File: config.mk
export PLATFORM = sky130hd
export DESIGN_NAME = floo_mcast_route_fork
export DESIGN_NICKNAME = d
export VERILOG_FILES = /design/src/rtl/floo_mcast_route_fork_pkg.sv /design/src/rtl/floo_mcast_xy_decode.sv /design/src/rtl/floo_mcast_route_fork.sv
export SDC_FILE = /design/constraint.sdc
export NUM_CORES = 1
export LEC_CHECK = 0
export CAP_MARGIN = 10
export CORE_AREA = 2 2 82 84
export CTS_CLUSTER_DIAMETER = 50
export DETAILED_ROUTE_END_ITERATION = 10
export DIE_AREA = 0 0 84 86
export DONT_BUFFER_PORTS = 1
export SYNTH_ARGS = -nofsm -noshare
export SYNTH_HDL_FRONTEND = slang
export SYNTH_SLANG_ARGS = --single-unit
File: constraint.sdc
create_clock -name clk_i -period 8.25 [get_ports clk_i]
set_clock_uncertainty 0.05 [all_clocks]
set_input_delay 0.825 -clock clk_i [delete_from_list [all_inputs] [get_ports clk_i]]
set_output_delay 0.825 -clock clk_i [all_outputs]
set_load 0.03 [all_outputs]
File: src/rtl/floo_mcast_route_fork_pkg.sv
// Shared types for the multicast route-select/fork stage: directions, XY ids, flit header.
package floo_mcast_route_fork_pkg;

    localparam int NUM_ROUTES = 5;
    localparam int XW = 3;
    localparam int YW = 3;
    localparam int PAYLOAD_W = 16;
    localparam int REP_W = $clog2(NUM_ROUTES + 1);

    typedef enum logic [2:0] {
        Eject = 3'd0,
        South = 3'd1,
        West  = 3'd2,
        North = 3'd3,
        East  = 3'd4
    } route_direction_e;

    typedef struct packed {
        logic [XW-1:0] x;
        logic [YW-1:0] y;
    } id_t;

    // mask is typed like dst_id so per-axis wildcard bits line up
    typedef struct packed {
        logic last;
        logic mcast_flag;
        id_t  mask;
        id_t  dst_id;
    } hdr_t;

    typedef struct packed {
        hdr_t                 hdr;
        logic [PAYLOAD_W-1:0] payload;
    } flit_t;

    function automatic logic [REP_W-1:0] popcount(input logic [NUM_ROUTES-1:0] v);
        logic [REP_W-1:0] n;
        n = '0;
        for (int i = 0; i < NUM_ROUTES; i++) begin
            n = n + REP_W'(v[i]);
        end
        return n;
    endfunction

endpackage

File: src/rtl/floo_mcast_xy_decode.sv
// Combinational XY output-set decode: unicast dimension-order route or multicast tree branches.
module floo_mcast_xy_decode
    import floo_mcast_route_fork_pkg::*;
#(
    parameter int   NumRoutes = 5,
    parameter int   InPort    = 0,
    parameter logic EnMcast   = 1'b1
) (
    input  id_t                  dst,
    input  id_t                  mask,
    input  logic                 mcast_flag,
    input  id_t                  xy_id,
    output logic [NumRoutes-1:0] sel
);

    logic [XW-1:0] lo_x, hi_x;
    logic [YW-1:0] lo_y, hi_y;
    logic          hit_x, hit_y;

    assign lo_x  = dst.x & ~mask.x;
    assign hi_x  = dst.x | mask.x;
    assign lo_y  = dst.y & ~mask.y;
    assign hi_y  = dst.y | mask.y;
    assign hit_x = ((xy_id.x ^ dst.x) & ~mask.x) == '0;
    assign hit_y = ((xy_id.y ^ dst.y) & ~mask.y) == '0;

    // Tree branches: X spreads only from Eject or straight-through, Y never turns back
    localparam logic AllowWest  = (InPort == int'(Eject)) || (InPort == int'(East));
    localparam logic AllowEast  = (InPort == int'(Eject)) || (InPort == int'(West));
    localparam logic AllowSouth = (InPort != int'(South));
    localparam logic AllowNorth = (InPort != int'(North));

    always_comb begin
        sel = '0;
        if (EnMcast && mcast_flag) begin
            if (AllowWest && (lo_x < xy_id.x)) sel[int'(West)] = 1'b1;
            if (AllowEast && (hi_x > xy_id.x)) sel[int'(East)] = 1'b1;
            if (hit_x) begin
                if (AllowSouth && (lo_y < xy_id.y)) sel[int'(South)] = 1'b1;
                if (AllowNorth && (hi_y > xy_id.y)) sel[int'(North)] = 1'b1;
                if (hit_y)                          sel[int'(Eject)] = 1'b1;
            end
        end else begin
            if (dst == xy_id) begin
                sel[int'(Eject)] = 1'b1;
            end else if (dst.x == xy_id.x) begin
                if (dst.y < xy_id.y) sel[int'(South)] = 1'b1;
                else                 sel[int'(North)] = 1'b1;
            end else begin
                if (dst.x < xy_id.x) sel[int'(West)] = 1'b1;
                else                 sel[int'(East)] = 1'b1;
            end
        end
    end

endmodule

File: src/rtl/floo_mcast_route_fork.sv
// Route-select and fork stage: per-output handshakes, input released once every copy is taken.
module floo_mcast_route_fork
    import floo_mcast_route_fork_pkg::*;
#(
    parameter int   NumRoutes   = 5,
    parameter int   InPort      = 0,
    parameter logic EnMcast     = 1'b1,
    parameter logic LockRouting = 1'b1
) (
    input  logic                              clk_i,
    input  logic                              rst_ni,
    input  id_t                               xy_id_i,
    input  logic                              valid_i,
    output logic                              ready_o,
    input  flit_t                             channel_i,
    output logic  [NumRoutes-1:0]             valid_o,
    input  logic  [NumRoutes-1:0]             ready_i,
    output flit_t [NumRoutes-1:0]             channel_o,
    output logic  [NumRoutes-1:0]             route_sel_o,
    output logic  [$clog2(NumRoutes+1)-1:0]   rep_coeff_o,
    output logic                              drop_o
);

    localparam logic [0:0] UNLOCKED = 1'b0;
    localparam logic [0:0] LOCKED   = 1'b1;

    logic [0:0]           state_q;
    logic [NumRoutes-1:0] route_q;
    logic [NumRoutes-1:0] sent_q;
    logic [NumRoutes-1:0] dec_sel;
    logic [NumRoutes-1:0] sel;
    logic [NumRoutes-1:0] acc;
    logic                 done;

    floo_mcast_xy_decode #(
        .NumRoutes (NumRoutes),
        .InPort    (InPort),
        .EnMcast   (EnMcast)
    ) i_decode (
        .dst        (channel_i.hdr.dst_id),
        .mask       (channel_i.hdr.mask),
        .mcast_flag (channel_i.hdr.mcast_flag),
        .xy_id      (xy_id_i),
        .sel        (dec_sel)
    );

    assign sel  = (LockRouting && (state_q == LOCKED)) ? route_q : dec_sel;
    assign acc  = valid_o & ready_i;
    assign done = valid_i && (((sent_q | acc) & sel) == sel);

    // Copies already taken drop out of valid_o; ready_i never feeds valid_o
    assign valid_o     = {NumRoutes{valid_i}} & sel & ~sent_q;
    assign ready_o     = done;
    assign drop_o      = done && (sel == '0);
    assign route_sel_o = valid_i ? sel : '0;

    always_comb begin
        rep_coeff_o = '0;
        for (int i = 0; i < NumRoutes; i++) begin
            rep_coeff_o = rep_coeff_o + ($clog2(NumRoutes+1))'(route_sel_o[i]);
        end
    end

    for (genvar g = 0; g < NumRoutes; g++) begin : gen_out
        assign channel_o[g] = channel_i;
    end

    always_ff @(posedge clk_i or negedge rst_ni) begin
        if (!rst_ni) begin
            sent_q  <= '0;
            route_q <= '0;
            state_q <= UNLOCKED;
        end else begin
            if (done) sent_q <= '0;
            else      sent_q <= sent_q | acc;
            if (LockRouting) begin
                unique case (state_q)
                    UNLOCKED: if (done && !channel_i.hdr.last) begin
                        route_q <= sel;
                        state_q <= LOCKED;
                    end
                    LOCKED: if (done && channel_i.hdr.last) begin
                        state_q <= UNLOCKED;
                    end
                    default: state_q <= UNLOCKED;
                endcase
            end
        end
    end

endmodule

==> flow_summary_export.csv <==
group,metric,value,unit
grt,grt_max_degree,15,
grt,gr-usage-met1,12.3,%
floorplanning,dieArea,7220,um^2
synth,synthXorXnorAreaFrac,0,%
routing,ant_nets,0,
clock_network,tritoncts,"yes",
clock_network,cts-root-buf,"clkbuf_8",
routing,finalWirelength,3900,um
clock_network,cts_setup_buffers,0,
final_layout,layout_common_cells,"17 x ha_1, 16 x nor2_1, 11 x inv_1, 11 x dfrtp_1, 9 x a21oi_1",
synth,synth_mux_area_share,3.11,%
routing,dr.pass1.iters,4,
clock_network,clkTransAtPathRegs,0.05,ns
clock_network,cts.sinks,11,
routing,drtIter0Drc,46,
sta,slew_headroom,30.9,%
floorplanning,dieHeight,86,um
clock_network,numCtsBuffers,3,
floorplanning,start_util,39.1,%
sta,hold_violations,0,
critical_path,cp-start-kind,"input pin",
sta,max_clock_freq,0.193,GHz
sta,fin_tns_setup,0,ns
synth,syn-num-nets,360,
grt,antenna_found_initial,0,
synth,synth_edf_count,0,
power_and_ir_drop,swShare,51.0,%
grt,grt_use_met2,18.5,%
placement,pre_cts_slack,3.02,ns
placement,placed_cells,222,
routing,drc,0,
synth,synthCells,297,
critical_path,crit_path_max_fanout,5,
floorplanning,ios,209,
grt,grt_pass1_wl,6440,um
sta,tightestPinTransition,1.04,ns
placement,port_buffers,0,
critical_path,critical_path_class,"input pin to output port",
sta,maxSlewViolCount,0,
clock_network,clock_latency,0.24,ns
final_layout,antennaDiodeCount,0,
critical_path,worstPathRequired,7.38,ns
final_layout,drive_gt1_share,16.1,%
placement,place_area,1410,um^2
final_layout,fin_cells,226,
final_layout,stdcell_area,1450,um^2
power_and_ir_drop,internal_power,0.000206,W
synth,synth-compound-area-share,15.1,%
sta,rsz0062_at_grt,"no",
synth,ys_seq_elements,11,
outcome,status,"finished, final reports clean",
grt,grt_pass1_vias,1276,
grt,track_usage,10.9,%
power_and_ir_drop,pwr-share-seq,25.4,%
synth,yosysUniqueCellTypes,51,
power_and_ir_drop,power,0.000421,W
clock_network,cts.htree.levels,1,
power_and_ir_drop,clkPwrFrac,13.2,%
power_and_ir_drop,powerDensity,290,nW/um^2
power_and_ir_drop,power_leakage,0.629,nW
power_and_ir_drop,p_comb_share,61.4,%
power_and_ir_drop,power_switching,0.000215,W
worst_hold_path,hold_path_class,"input pin to async pin",
sta,min_period,5.19,ns
grt,grt.busiest_layer,"met2",
placement,hpwl,3260,um
clock_network,clk_path_buf_depth,2,
sta,layout_setup_ws,3.06,ns
synth,synth_flop_cell,"dfrtp_1",
grt,grt-ovfl-total,0,
floorplanning,rows,29,
power_and_ir_drop,ir_drop,0.000117,V
final_layout,final_common_cell,"ha_1",
sta,finalCritPeriodShare,62.9,%
grt,grt_use_met3,3.95,%
run,maxCapViolations,0,
synth,synth_area_per_cell,8.26,um^2
synth,syn-cell-area,2450,um^2
critical_path,arrival,4.31,ns
final_layout,area.growth.synth_to_final,-40.8,%
synth,synth_fa_ha_area_share,10.3,%
clock_network,cts-resized-gates,0,
synth,synth_warnings,0,
critical_path,end_kind,"output port",
sta,setup_viol,0,
routing,num_vias,1181,
placement,place.gp.congestion,0.727,
final_layout,final_nets,213,
synth,synthArstFlopShare,100,%
routing,wl_per_cell,17.2,um
final_layout,fill_cells,691,
synth,ys_seq_area_share,11.2,%
floorplanning,die_x,84,um
synth,synth_top_family_by_area,"buffers and inverters",
routing,viasPerCell,5.23,
floorplanning,core,6280,um^2
synth,synthSimpleGateAreaFrac,11.9,%
clock_network,ctsHoldBuffers,0,
layer usage:
| layer | vias up | share of wire, % |
|---|---|---|
| li1 | 551 | - |
| met1 | 554 | 39 |
| met2 | 61 | 49 |
| met3 | 15 | 9.6 |
| met4 | 0 | 2.5 |
| met5 | - | 0 |
path summary, 6_finish.rpt:
path                            startpoint        endpoint  slack [ns]  cells after the start
worst max-delay path            xy_id_i[4]  rep_coeff_o[1]        3.06                     11
worst min-delay path                rst_ni       sent_q[4]        0.22                      0
worst max register to register        flop            flop        5.41                      6
worst min register to register  route_q[4]      route_q[4]        0.46                      1
max in group asynchronous           rst_ni       sent_q[0]        7.85                      0
min in group clk_i              route_q[4]      route_q[4]        0.46                      1
synthesized netlist by cell type (2+ instances only):
cell type | instances | area share, %
or2_2 | 4 | 1.0
o22ai_1 | 3 | 0.77
nand2b_1 | 3 | 0.77
a31oi_1 | 4 | 1.0
nand2_1 | 8 | 1.2
mux2_4 | 3 | 1.8
mux2i_1 | 2 | 0.82
fa_1 | 2 | 1.6
a21oi_1 | 9 | 1.8
dfrtp_1 | 11 | 11
o211ai_1 | 2 | 0.61
nand3_1 | 3 | 0.61
nor2_1 | 16 | 2.4
nor3_1 | 5 | 1.0
buf_4 | 150 | 46
and2_1 | 2 | 0.51
a31o_2 | 2 | 0.71
inv_1 | 11 | 1.7
ha_1 | 17 | 8.7
nor2b_1 | 7 | 1.8
a21o_1 | 3 | 0.92
cells by family (layout without fill, tap and decap cells):
logic type / count (synthesis) / after routing
buf+inv: 164 / 16
mux: 6 / 6
flops: 11 / 11
fa+ha+maj: 19 / 19
compound gates: 42 / 42
simple gates: 55 / 55
worst max-delay path: stages:
cell     delay, ns
inv_1         0.06
ha_1          0.38
o22ai_1       0.14
nor2_1        0.15
nand2_1       0.07
o32ai_1       0.55
mux2_2        0.35
and2_1        0.39
fa_1          0.52
fa_1          0.43
ha_1          0.45
metrics by stage:
stage	hold slack (ns)	util (%)
final	0.224	23.1
after global routing	0.215	23.1
after CTS	0.226	23.1
after detailed placement	0.449	22.4
after global placement	0.444	22.4
after floorplan	0.423	-
registers in the layout, indices dropped and copies added, names as in the netlist, named ones only:
| register | count |
|---|---|
| route_q | 5 |
| sent_q | 5 |
power by group through the flow:
stage	combinational, W	sequential, W	clock, W
4_1_cts	0.000262	0.000107	0.0000551
5_1_grt	0.000282	0.000111	0.0000586
3_5_place_dp	0.000261	0.000108	0
6_report	0.000259	0.000107	0.0000557
3_3_place_gp	0.000257	0.000106	0
2_1_floorplan	0.000374	0.0000944	0
layout make-up:
class                   count  area, um^2  share of cell area (%)
clock buffers               4        45.0                    3.10
multi-input cells         122         990                    68.2
flip-flops and latches     11         275                    19.0
inverters                  12        45.0                    3.10
well taps                  77        96.3                    6.64
(Power assumes the default switching activity.)
